===== config.mk =====
export PLATFORM = sky130hd
export DESIGN_NAME = rom_stream_reader
export DESIGN_NICKNAME = d
export VERILOG_FILES = /design/src/rtl/rom_stream_reader.sv
export SDC_FILE = /design/constraint.sdc
export NUM_CORES = 1
export LEC_CHECK = 0
export ABC_AREA = 0
export CORE_AREA = 8 8 81 83
export DETAILED_ROUTE_END_ITERATION = 7
export DIE_AREA = 0 0 89 91
export GPL_TIMING_DRIVEN = 1
export PLACE_DENSITY = 0.82
export SYNTH_ARGS = -nofsm -noshare
export SYNTH_HDL_FRONTEND = slang
export SYNTH_SLANG_ARGS = --single-unit

===== constraint.sdc =====
create_clock -name clock -period 4.9 [get_ports clock]
set_input_delay 0.98 -clock clock [delete_from_list [all_inputs] [get_ports clock]]
set_output_delay 0.98 -clock clock [all_outputs]
set_load 0.005 [all_outputs]

===== src/rtl/rom_stream_reader.sv =====
// Streams `count` consecutive words out of a synchronous-read ROM onto a valid/ready
// interface, hiding the ROM's one-cycle read latency behind a 2-entry skid FIFO.
module rom_stream_reader #(
    parameter int blockLength = 12,
    parameter int memDepth = 250,
    localparam int addressBitWidth = (memDepth > 1) ? $clog2(memDepth) : 1
) (
    input  logic                       clock,
    input  logic                       resetN,
    input  logic                       start,
    input  logic [addressBitWidth-1:0] startAddress,
    input  logic [addressBitWidth:0]   count,
    output logic                       busy,
    output logic                       done,
    output logic [addressBitWidth-1:0] romAddress,
    output logic                       romEnable,
    input  logic [blockLength-1:0]     romData,
    output logic [blockLength-1:0]     outData,
    output logic                       outValid,
    input  logic                       outReady,
    output logic                       outLast
);

    localparam logic [addressBitWidth-1:0] lastAddress = addressBitWidth'(memDepth - 1);
    localparam logic [addressBitWidth:0]   oneWord     = (addressBitWidth + 1)'(1);

    typedef enum logic {IDLE, RUN} state_t;

    state_t                   state;
    logic [addressBitWidth:0] remaining;
    logic                     inflight;
    logic                     inflightLast;
    logic [blockLength-1:0]   fifoData [2];
    logic [1:0]               fifoLast;
    logic                     rdPtr;
    logic                     wrPtr;
    logic [1:0]               occupancy;
    logic                     pop;
    logic                     issue;

    assign outValid = (occupancy != 2'd0);
    assign outData  = fifoData[rdPtr];
    assign outLast  = outValid & fifoLast[rdPtr];
    assign pop      = outValid & outReady;

    // A read may only be issued if its word is guaranteed a FIFO slot when it returns.
    assign issue = (state == RUN) && (remaining != '0) &&
                   (({1'b0, occupancy} + {2'b0, inflight}) < (3'd2 + {2'b0, pop}));
    assign romEnable = issue;

    // NOTE: all state here is updated with non-blocking assignments so every register
    // samples the pre-edge values of the others, regardless of statement order.
    always_ff @(posedge clock or negedge resetN) begin
        if (!resetN) begin
            state        <= IDLE;
            busy         <= 1'b0;
            done         <= 1'b0;
            romAddress   <= '0;
            remaining    <= '0;
            inflight     <= 1'b0;
            inflightLast <= 1'b0;
            // NOTE: the two FIFO slots are reset as well so outData reads 0 out of
            // reset instead of stale contents; a deep memory would not be reset.
            fifoData[0]  <= '0;
            fifoData[1]  <= '0;
            fifoLast     <= 2'b00;
            rdPtr        <= 1'b0;
            wrPtr        <= 1'b0;
            occupancy    <= 2'd0;
        end else begin
            done         <= 1'b0;
            inflight     <= issue;
            inflightLast <= issue && (remaining == oneWord);

            if (issue) begin
                romAddress <= (romAddress == lastAddress) ? '0 : romAddress + 1'b1;
                remaining  <= remaining - oneWord;
            end

            if (inflight) begin
                fifoData[wrPtr] <= romData;
                fifoLast[wrPtr] <= inflightLast;
                wrPtr           <= ~wrPtr;
            end
            if (pop) begin
                rdPtr <= ~rdPtr;
            end
            occupancy <= occupancy + {1'b0, inflight} - {1'b0, pop};

            case (state)
                IDLE: begin
                    if (start) begin
                        if (count == '0) begin
                            done <= 1'b1;
                        end else begin
                            romAddress <= startAddress;
                            remaining  <= count;
                            busy       <= 1'b1;
                            state      <= RUN;
                        end
                    end
                end
                RUN: begin
                    if (pop && outLast) begin
                        busy  <= 1'b0;
                        done  <= 1'b1;
                        state <= IDLE;
                    end
                end
                default: state <= IDLE;
            endcase
        end
    end

endmodule


Yosys cells after proc, flatten, opt, wreduce, memory -nomap -nowiden
Cells that the tools add are included.

storage, ports and cells
  bits in registers = 52

operators by class
  $add $sub $neg = 6
  $lt $le $gt $ge = 7
  equality and inequality tests = 5
  multiplexer cells = 32
  bitwise operators = 7
  reduce and logical (&&, ||, !) cells = 10

operators by type and width
  kind                                                        count
  2-to-1 mux 12 bit                                           4
  2-to-1 mux 8 bit                                            5
  2-to-1 mux 9 bit                                            4
  bitwise mux 24 bit                                          1
  demux 12 bit (select 1 bit)                                 1
  2-to-1 mux 1 bit                                            12
  == test 9 x 1 -> 1 bit, second input constant               1
  zero test 9 bit                                             1
  nonzero test 9 bit                                          1
  subtractor 9 x 1 -> 9 bit, second input constant            1
  adder 8 x 1 -> 8 bit, second input constant                 1
  == test 8 bit, second input constant                        1
  logical AND 1 bit                                           6
  one-hot mux 1 bit (2 select lines)                          3
  >= comparator 2 bit, second input constant                  2
  less-than comparator 1 x 2 -> 1 bit, second input constant  2
  inequality test 2 bit, second input constant                2
  inverter 1 -> 2 bit                                         2
  adder 2 x 1 -> 3 bit                                        1
  adder 2 x 1 -> 3 bit, first input constant                  1
  less-than comparator 3 bit                                  1
  inverter 1 bit                                              3
  AND reduction 3 bit                                         1
  adder 2 x 1 -> 2 bit                                        1
  8 further kinds                                             9

Depth between registers and ports, before layout
  depth in word-level cells = 9
  gate-level depth with buffers = 9

Worst setup path after synthesis
Ideal clock, no wire load.

  path type = register -> output
  start = register inflight
  end = output port romEnable
  arrival = 2.056 ns
  data required time = 3.920 ns
  slack = 1.864 ns
  stages on the path, launching flop included = 8
  path buffers = 1
  path through = dfrtp_1 ha_1 ha_1 and2_0 a2111oi_4 nand2_4 buf_4 inv_1

on the way
  word-level cells in the longest chain between the ends = 3

ends and longest elaborated chain
  element                     RTL line  text
  start: declaration          31        logic inflight;
  start signal: assignment    72        inflight <= issue;
  adder 2 x 1 -> 3 bit        48        (({1'b0, occupancy} + {2'b0, inflight}) < (3'd2 + {2'b0, pop}));
  less-than comparator 3 bit  48
  logical AND 1 bit           47        assign issue = (state == RUN) && (remaining != '0) &&
  end: declaration            16        output logic romEnable,

No other way between the ends.

Worst setup path in the final report
  start = input port outReady
  end = output port romEnable

on the way
  word-level cells in the longest chain between the ends = 4

ends and longest elaborated chain
  element                     RTL line  text
  start: declaration          20        input logic outReady,
  bitwise AND 1 bit           44        assign pop = outValid & outReady;
  adder 2 x 1 -> 3 bit        48
  less-than comparator 3 bit  48
  logical AND 1 bit           47

No other way between the ends.

==> flow_summary.yaml <==
run_status:
  status: "completed"
clock_tree:
  post-cts-setup-buffers: 0
  cts_buffers: 5
  htree_levels: 2
  cts_sinks: 52
  clk_path_buf_depth: 2
  worstSkewPairLatency_ps: 300
  hold_buffers: 0
  cts-root-buf: "clkbuf_8"
  clk_pin_slew_worst_paths_ps: 100
  cts_resized: 0
  cts_tree: "done"
drt:
  firstDrtPassIters: 4
  via_per_inst: 5.29
  vias: 1922
  drc: 0
  drt-initial-drc-count: 34
  ant_nets: 0
  wire_per_inst_microns: 15.4
  routed_wl_mm: 5.60
global_routing:
  met2_usage: 0.239
  met3_usage: 0.0396
  antenna_found_initial: 0
  track_usage: 0.145
  overflow: 0
  grt_max_degree: 53
  grt_pass1_vias: 2028
  busiest_layer: "met2"
  use_met1: 0.183
  grt_first_pass_wirelength_mm: 9.46
pwr:
  p_int_mw: 1.40
  p_switching_mw: 0.739
  leakage_nw: 1.38
  p_per_area_nw_per_um2: 644
  swShare: 0.345
  pwr-share-clk: 0.135
  ir_worst_vdd_mv: 0.311
  pwr-share-seq: 0.381
  pwr-share-comb: 0.484
die:
  die_x_microns: 89
  initial_utilization: 0.483
  fp-row-count: 27
  coreArea_sq_um: 5340
  io_pins: 58
  die_area_sq_um: 8100
  die_h_microns: 91
layout:
  mostFrequentLayoutCell: "clkdlybuf4s50_1"
  final_core_util: 0.623
  drive_gt1_frac: 0.182
  layout_common_cells: "clkdlybuf4s50_1 (56), dfrtp_1 (52), mux2_2 (39), nor2_1 (24)"
  n_fill_cell: 441
  design_area_sq_um: 3320
  area_growth_syn_to_layout_pct: 29.0
  final_cells: 363
  num_antenna_cells: 0
  nNetsFinal: 331
sta:
  rsz0062_at_grt: "false"
  max_slew_margin: 0.260
  fin_crit_sh: 0.854
  worst_pin_slew_ps: 1110
  clock_skew_ps: 11.5
  tns_ps: 0
  finalSetupViolations: 0
  slew_viol_final: 0
  max_freq_mhz: 239
  post-route-min-period_ps: 4180
  hold_viol: 0
setup_path:
  crit_path_start_kind: "input port"
  worstPathMaxFanout: 15
  critPathArrivalTime_ps: 3200
  required_ps: 3920
  startpoint: "outReady"
  crit_type: "input port to primary output"
  reg2reg_from: "inflight"
  cp-end-kind: "primary output"
flow_run:
  max_cap_violations: 0
placed_design:
  globalplace.congestion: 0.793
  port_buffers: 57
  dpl-instance-area_sq_um: 3210
  place.detailed.hpwl_mm: 4.05
  dp_cells: 355
yosys:
  syn_nets: 273
  synthCells: 232
  synth_cell_types: 31
  synth_area_sq_um: 2580
  avgSynthCellArea_sq_um: 11.1
  yosys_warnings: 0
  seq_area_frac_synth: 0.505
  ys_ff_latch: 52
worst_hold_path:
  hp-start: "remaining[8]"
  min_path_type: "flop to flop"
[stage by stage]
step	setup slack (ps)	power, mW	hold WS [ps]
final	716	2.14	482
after global routing	543	2.31	495
after CTS	693	2.17	471
after detailed placement	717	1.87	443
after global placement	744	1.83	468
after floorplan	1860	1.44	423
[layout make-up]
cell class / count / area [sq um] / area share
Sequential cell: 52 / 1300 / 0.391
Clock inverter: 3 / 42.5 / 0.0128
Clock buffer: 5 / 68.8 / 0.0207
Inverter: 12 / 45.0 / 0.0135
Multi-Input combinational cell: 160 / 1200 / 0.360
Tap cell: 72 / 90.1 / 0.0271
Timing Repair Buffer: 59 / 581 / 0.175
[cells by family (layout without fill, tap and decap cells)]
family,Yosys count,in the layout,synth area share
fa+ha+maj,8,8,0.0389
mux,40,40,0.174
buf+inv,20,79,0.0306
simple gates,72,72,0.142
xor+xnor,11,11,0.0374
flops,52,52,0.505
compound gates,29,29,0.0719
[power by group through the flow]
| stage | Combinational, mW | Clock [mW] | Sequential (mW) |
|---|---|---|---|
| floorplan | 0.679 | 0 | 0.759 |
| global placement | 1.02 | 0 | 0.813 |
| finish | 1.04 | 0.290 | 0.815 |
| global route | 1.15 | 0.316 | 0.848 |
| detailed placement | 1.05 | 0 | 0.820 |
| CTS | 1.06 | 0.299 | 0.814 |
[layer usage]
layer / vias to the layer above / share of wire
li1: 934 / -
met1: 930 / 0.46
met2: 53 / 0.47
met3: 5 / 0.061
met4: 0 / 0.0098
met5: - / 0
[synth_stat cells]
master | count | share of area
a2111oi_4 | 1 | 0.011
a21oi_1 | 9 | 0.017
a31oi_1 | 9 | 0.022
and2_0 | 1 | 0.0024
and3_1 | 2 | 0.0049
buf_1 | 1 | 0.0015
buf_4 | 1 | 0.0029
clkbuf_1 | 6 | 0.0087
dfrtp_1 | 52 | 0.51
ha_1 | 8 | 0.039
inv_1 | 12 | 0.017
mux2_2 | 39 | 0.17
mux2i_1 | 1 | 0.0039
nand2_1 | 12 | 0.017
nand2_4 | 1 | 0.0044
nand3_1 | 6 | 0.012
nand3b_1 | 2 | 0.0058
nand4_1 | 5 | 0.012
nand4b_1 | 2 | 0.0068
nor2_1 | 24 | 0.035
nor2b_1 | 2 | 0.0049
nor3_1 | 5 | 0.0097
nor4_1 | 2 | 0.0049
o211ai_1 | 1 | 0.0029
o21ai_0 | 8 | 0.016
o21ai_2 | 1 | 0.0034
or3_1 | 5 | 0.012
or4_1 | 2 | 0.0058
or4b_1 | 1 | 0.0039
xnor2_1 | 4 | 0.014
xor2_1 | 7 | 0.024
[sequential cells by signal (all words and copies together) (netlist names)]
register,cells
busy,1
done,1
fifoData,24
fifoLast,2
inflight,1
inflightLast,1
occupancy,2
rdPtr,1
remaining,9
romAddress,8
state,1
wrPtr,1
[path summary, 6_finish.rpt]
check	end	slack (ps)	cells past startpoint
max in group asynchronous	fifoData[19]	3330	1
min in group asynchronous	fifoData[14]	880	1
worst min register to register	inflightLast	480	1
worst min-delay path	inflightLast	480	1
worst max register to register	romAddress[5]	2090	7
worst max-delay path	romEnable	720	6
[critical path: stages]
cell and delay (ps):
clkdlybuf4s50_1 480, o21ai_2 110, a2111oi_4 660, nand2_4 200, inv_1 230, clkdlybuf4s50_1 540
Note: power is estimated with default switching activity, not from simulation.
